==> config.mk <==
export PLATFORM = sky130hd
export DESIGN_NAME = y_stream_gen
export DESIGN_NICKNAME = d
export VERILOG_FILES = /design/src/rtl/y_stream_gen.sv
export SDC_FILE = /design/constraint.sdc
export NUM_CORES = 1
export LEC_CHECK = 0
export CORE_MARGIN = 2
export CORE_UTILIZATION = 50
export CTS_BUF_LIST = sky130_fd_sc_hd__clkbuf_16
export DETAILED_ROUTE_END_ITERATION = 10
export GPL_ROUTABILITY_DRIVEN = 0
export PLACE_DENSITY = 0.81
export SYNTH_ARGS = -nofsm -noshare
export SYNTH_HDL_FRONTEND = slang
export SYNTH_SLANG_ARGS = --single-unit
==> constraint.sdc <==
create_clock -name clk -period 2.55 [get_ports clk]
set_input_delay 0.6375 -clock clk [delete_from_list [all_inputs] [get_ports clk]]
set_output_delay 0.6375 -clock clk [all_outputs]
set_load 0.01 [all_outputs]
==> src/rtl/y_stream_gen.sv <==
// y_stream_gen: paces luma pixels from a FWFT FIFO onto a programmable raster (y_vs / y_de / y_data_en / y_data).
// Latency: raster outputs are registered one clk after the counter state that produces them; src_rd_en is combinational.
// Backpressure: none toward the sink; an empty FIFO never stalls the raster, a zero pixel is substituted and underflow latches.
module y_stream_gen #(
  parameter int COL     = 640,
  parameter int ROW     = 480,
  parameter int H_TOTAL = 800,
  parameter int V_TOTAL = 525,
  parameter int H_BP    = 144,
  parameter int V_BP    = 35,
  parameter int VS_LEN  = 2,
  parameter int PIX_DIV = 1
) (
  input  logic       clk,
  input  logic       rst,
  input  logic       enable,
  input  logic [7:0] src_data,
  input  logic       src_empty,
  output logic       src_rd_en,
  output logic       y_vs,
  output logic       y_de,
  output logic       y_data_en,
  output logic [7:0] y_data,
  output logic       frame_done,
  output logic       underflow
);

  localparam int HW = $clog2(H_TOTAL);
  localparam int VW = $clog2(V_TOTAL);
  localparam int DW = (PIX_DIV > 1) ? $clog2(PIX_DIV) : 1;

  localparam logic [HW-1:0] H_LAST   = HW'(H_TOTAL - 1);
  localparam logic [HW-1:0] H_ACT_LO = HW'(H_BP);
  localparam logic [HW-1:0] H_ACT_HI = HW'(H_BP + COL);
  localparam logic [VW-1:0] V_LAST   = VW'(V_TOTAL - 1);
  localparam logic [VW-1:0] V_ACT_LO = VW'(V_BP);
  localparam logic [VW-1:0] V_ACT_HI = VW'(V_BP + ROW);
  localparam logic [VW-1:0] V_VS_END = VW'(VS_LEN);
  localparam logic [DW-1:0] DIV_LAST = DW'(PIX_DIV - 1);

  typedef enum logic [1:0] {
    IDLE  = 2'd0,
    RUN   = 2'd1,
    DRAIN = 2'd2
  } state_t;

  state_t         state;
  state_t         state_nxt;
  logic [DW-1:0]  div_cnt;
  logic [HW-1:0]  h_cnt;
  logic [VW-1:0]  v_cnt;

  logic running;
  logic tick;
  logic h_last;
  logic v_last;
  logic eof_tick;
  logic sof_tick;
  logic vs_w;
  logic act;
  logic pix_due;

  // Raster decode: pixel tick, frame boundaries and active window, all from the current counters.
  always_comb begin
    running  = (state != IDLE);
    tick     = running && (div_cnt == DIV_LAST);
    h_last   = (h_cnt == H_LAST);
    v_last   = (v_cnt == V_LAST);
    eof_tick = tick && h_last && v_last;
    sof_tick = tick && (h_cnt == '0) && (v_cnt == '0);
    vs_w     = (v_cnt < V_VS_END);
    act      = (v_cnt >= V_ACT_LO) && (v_cnt < V_ACT_HI) &&
               (h_cnt >= H_ACT_LO) && (h_cnt < H_ACT_HI);
    pix_due  = tick && act;
    // Never pop while reset is asserted, so an aborted frame leaves the FIFO untouched.
    src_rd_en = !rst && pix_due && !src_empty;
  end

  // State register.
  always_ff @(posedge clk) begin
    if (rst) begin
      state <= IDLE;
    end else begin
      state <= state_nxt;
    end
  end

  // Next state: enable only matters at the frame boundary, so frames are always emitted whole.
  always_comb begin
    state_nxt = state;
    case (state)
      IDLE: begin
        if (enable) state_nxt = RUN;
      end
      RUN: begin
        if (eof_tick)     state_nxt = enable ? RUN : IDLE;
        else if (!enable) state_nxt = DRAIN;
      end
      DRAIN: begin
        if (eof_tick) state_nxt = enable ? RUN : IDLE;
      end
      default: state_nxt = IDLE;
    endcase
  end

  // Pixel divider and raster counters; held at zero while idle, never stalled by the FIFO.
  always_ff @(posedge clk) begin
    if (rst || !running) begin
      div_cnt <= '0;
      h_cnt   <= '0;
      v_cnt   <= '0;
    end else begin
      div_cnt <= tick ? '0 : div_cnt + 1'b1;
      if (tick) begin
        h_cnt <= h_last ? '0 : h_cnt + 1'b1;
        if (h_last) begin
          v_cnt <= v_last ? '0 : v_cnt + 1'b1;
        end
      end
    end
  end

  // Registered raster outputs; y_data holds the last pixel between strobes.
  always_ff @(posedge clk) begin
    if (rst || !running) begin
      y_vs       <= 1'b0;
      y_de       <= 1'b0;
      y_data_en  <= 1'b0;
      y_data     <= 8'd0;
      frame_done <= 1'b0;
    end else begin
      y_vs       <= vs_w;
      y_de       <= act;
      y_data_en  <= pix_due;
      frame_done <= eof_tick;
      if (pix_due) begin
        y_data <= src_empty ? 8'd0 : src_data;
      end
    end
  end

  // Sticky underflow for the current frame; a starved pixel on the first tick wins over the clear.
  always_ff @(posedge clk) begin
    if (rst) begin
      underflow <= 1'b0;
    end else if (pix_due && src_empty) begin
      underflow <= 1'b1;
    end else if (sof_tick) begin
      underflow <= 1'b0;
    end
  end

endmodule
==> flow_metrics.py <==
metrics = {
    "floorplan": {
        "design.core.area_um2": 3080,
        "ios": 26,
        "die-height_um": 61.0,
        "dieWidth_um": 61.0,
        "standard_cell_row_count": 20,
        "die-area_um2": 3720,
        "initial_util": 0.528,
    },
    "cells_and_area": {
        "diodes": 0,
        "finalNetCount": 247,
        "most_common_cell_after_layout_fill_and_taps_aside": "dfxtp_1",
        "layout_common_cells": "dfxtp_1 (36), nor2_1 (28), clkdlybuf4s50_1 (24), buf_4 (20), xor2_1 (13)",
        "multi_input_area_um2": 885,
        "area_delta_synth_final_pct": 38.0,
        "regArea_um2": 721,
        "post_route_cells_drive_above_1_share": 0.164,
        "num-fill-cells": 227,
    },
    "clocking": {
        "cts_tree": "done",
        "cts.hold.buffers_added": 0,
        "cts_htree_levels": 2,
        "cts_root_buf": "clkbuf_16",
        "clock_path_buffers": 2,
        "insertion_delay_ns": 0.28,
        "cts_num_sinks": 36,
        "cts_buffers": 5,
        "clkSlewWorstSetupHoldPaths_ns": 0.05,
    },
    "logic_synthesis": {
        "synth_fp_nets": 201,
        "yosysTopAreaCell": "dfxtp_1",
        "cell_types_occupying_the_most_area_after_synthesis": "dfxtp_1 (44%), xor2_1 (7.0%), nor2_1 (6.5%)",
        "synth_edf_count": 0,
        "synth-warning-count": 0,
        "synth_top_area_share": 0.443,
        "avgSynthCellArea_um2": 8.79,
        "synthDistinctLibCells": 35,
        "postSynth.asyncResetShare": 0,
        "synthesis.instances": 185,
        "ys_seq_elements": 36,
        "yosys_most_used_dff": "dfxtp_1",
        "yosysSeqAreaShare": 0.443,
        "synth.cell_area_um2": 1630,
    },
    "critical_path": {
        "crit_path_class": "reg2out",
        "cp_max_fo": 2,
        "arrival_worst_endpoint_ns": 1.77,
        "critical_path_required_ns": 1.91,
        "cp-end-kind": "primary output",
        "startpoint_type_of_the_worst_setup_path": "flop",
    },
    "routing": {
        "routed_wl_um": 3830,
        "route.detailed.drc": 0,
        "route.antenna.remaining_nets": 0,
        "routedWlPerCell_um": 13.9,
        "drtIter0Drc": 40,
        "dr.pass1.iters": 4,
        "routed_via_density": 5.64,
        "route.vias.total": 1558,
    },
    "sta": {
        "finalHoldViolCount": 0,
        "maximum_achievable_frequency_mhz": 416,
        "timing.final.setup_violations": 0,
        "worst_slew_margin_rel": 0.480,
        "worst-slew-pin-transition_ns": 0.779,
        "timing.final.max_slew_violations": 0,
        "fin_hold_ws_ns": 0.474,
        "total_neg_setup_slack_ns": 0,
        "finClkSkew_ns": 0.00456,
        "setup_repair_after_global_routing_missed_its_margin": "no",
        "fin_crit_sh": 0.943,
        "final.min_clock_period_ns": 2.40,
    },
    "min_path": {
        "holdCritPathClass": "reg2reg",
    },
    "power": {
        "static-leakage-power_nw": 0.834,
        "irDropWorstVdd_uv": 406,
        "cellPowerDensity_nw_per_um2": 591,
    },
    "grt": {
        "pin_count_of_the_biggest_net_entering_global_routing": 14,
        "globalRouteTotalUtil": 0.233,
        "grt_pass1_vias": 1515,
        "grt_first_pass_wirelength_um": 6400,
        "grt_remaining_overflow": 0,
        "grt_antenna_before_repair": 0,
    },
    "place": {
        "dp_hpwl_um": 2820,
        "port_buffers": 25,
    },
    "status": {
        "run_status": "finished clean",
    },
    "flow_run": {
        "drv_cap": 0,
    },
}
## Yosys cell counts (3+ instances only)
library cell / number
dfxtp_1: 36
nand4b_1: 8
nand4_1: 9
nor4_1: 4
o21ai_0: 9
xnor2_1: 5
nand3_1: 8
nor2_1: 28
nand2_1: 10
nor3_1: 4
inv_1: 5
a21oi_1: 10
ha_1: 4
nand2b_1: 3
clkbuf_1: 3
and3_1: 5
xor2_1: 13
## worst paths after layout
| path | startpoint | end | slack (ns) | cells past startpoint |
|---|---|---|---|---|
| setup / recovery | v_cnt[5] | src_rd_en | 0.15 | 6 |
| hold / removal | y_data[6] | y_data[6] | 0.47 | 2 |
| hold reg to reg | y_data[6] | y_data[6] | 0.47 | 2 |
| setup reg to reg | v_cnt[0] | y_data[3] | 0.62 | 6 |
## report_power, final
group	total [mW]	switching [mW]	internal (mW)
clock	0.689	0.231	0.459
combinational	0.0647	0.0338	0.0309
sequential	0.572	0.00390	0.568
total	1.33	0.268	1.06
## per-layer routing
metal / track usage / part of all wire / vias up
li1: - / - / 742
met1: 0.273 / 0.42 / 738
met2: 0.387 / 0.49 / 67
met3: 0.0735 / 0.071 / 11
met4: 0.112 / 0.020 / 0
met5: 0 / 0 / -
## flip-flops by register name (all words and copies together), names as in the netlist
name	cells
div_cnt	1
frame_done	1
h_cnt	10
state	2
underflow	1
v_cnt	10
y_data	8
y_data_en	1
y_de	1
y_vs	1
## stage by stage
stage	total power, mW	cell area [µm²]	setup slack (ns)	instances	util
final	1.33	2240	0.146	276	0.728
after global routing	1.36	2240	0.0230	276	0.728
after CTS	1.33	2230	0.0226	276	0.724
after detailed placement	0.647	2040	-0.0587	267	0.663
after global placement	0.646	2040	0.0183	267	0.663
after floorplan	0.613	1630	0.281	185	-
## repair_timing
action                     CTS  global route
setup buffers                1             0
pin swaps                    0             1
setup endpoints to repair    1             1
gates resized for setup      5             5
## area by class of cell
cell class	instances	area share
clock buffers	5	0.0558
inverters	5	0.00837
clock inverters	3	0.0190
multi-input cells	138	0.395
flip-flops and latches	36	0.321
repair buffers	45	0.176
well taps	44	0.0246
## cell families after synthesis
family | share of synthesized area
other cells | 0.00231
compound gates | 0.0955
fa+ha+maj | 0.0308
flops | 0.443
buf+inv | 0.0316
xor+xnor | 0.0970
simple gates | 0.299
## critical path: stages (launching register included)
cell and delay, ns:
dfxtp_1 0.31, nor4_1 0.43, and3_4 0.26, o211a_1 0.17, nand2_1 0.08, nor3_2 0.09, buf_2 0.14
Power figures use the tool's default switching activity.
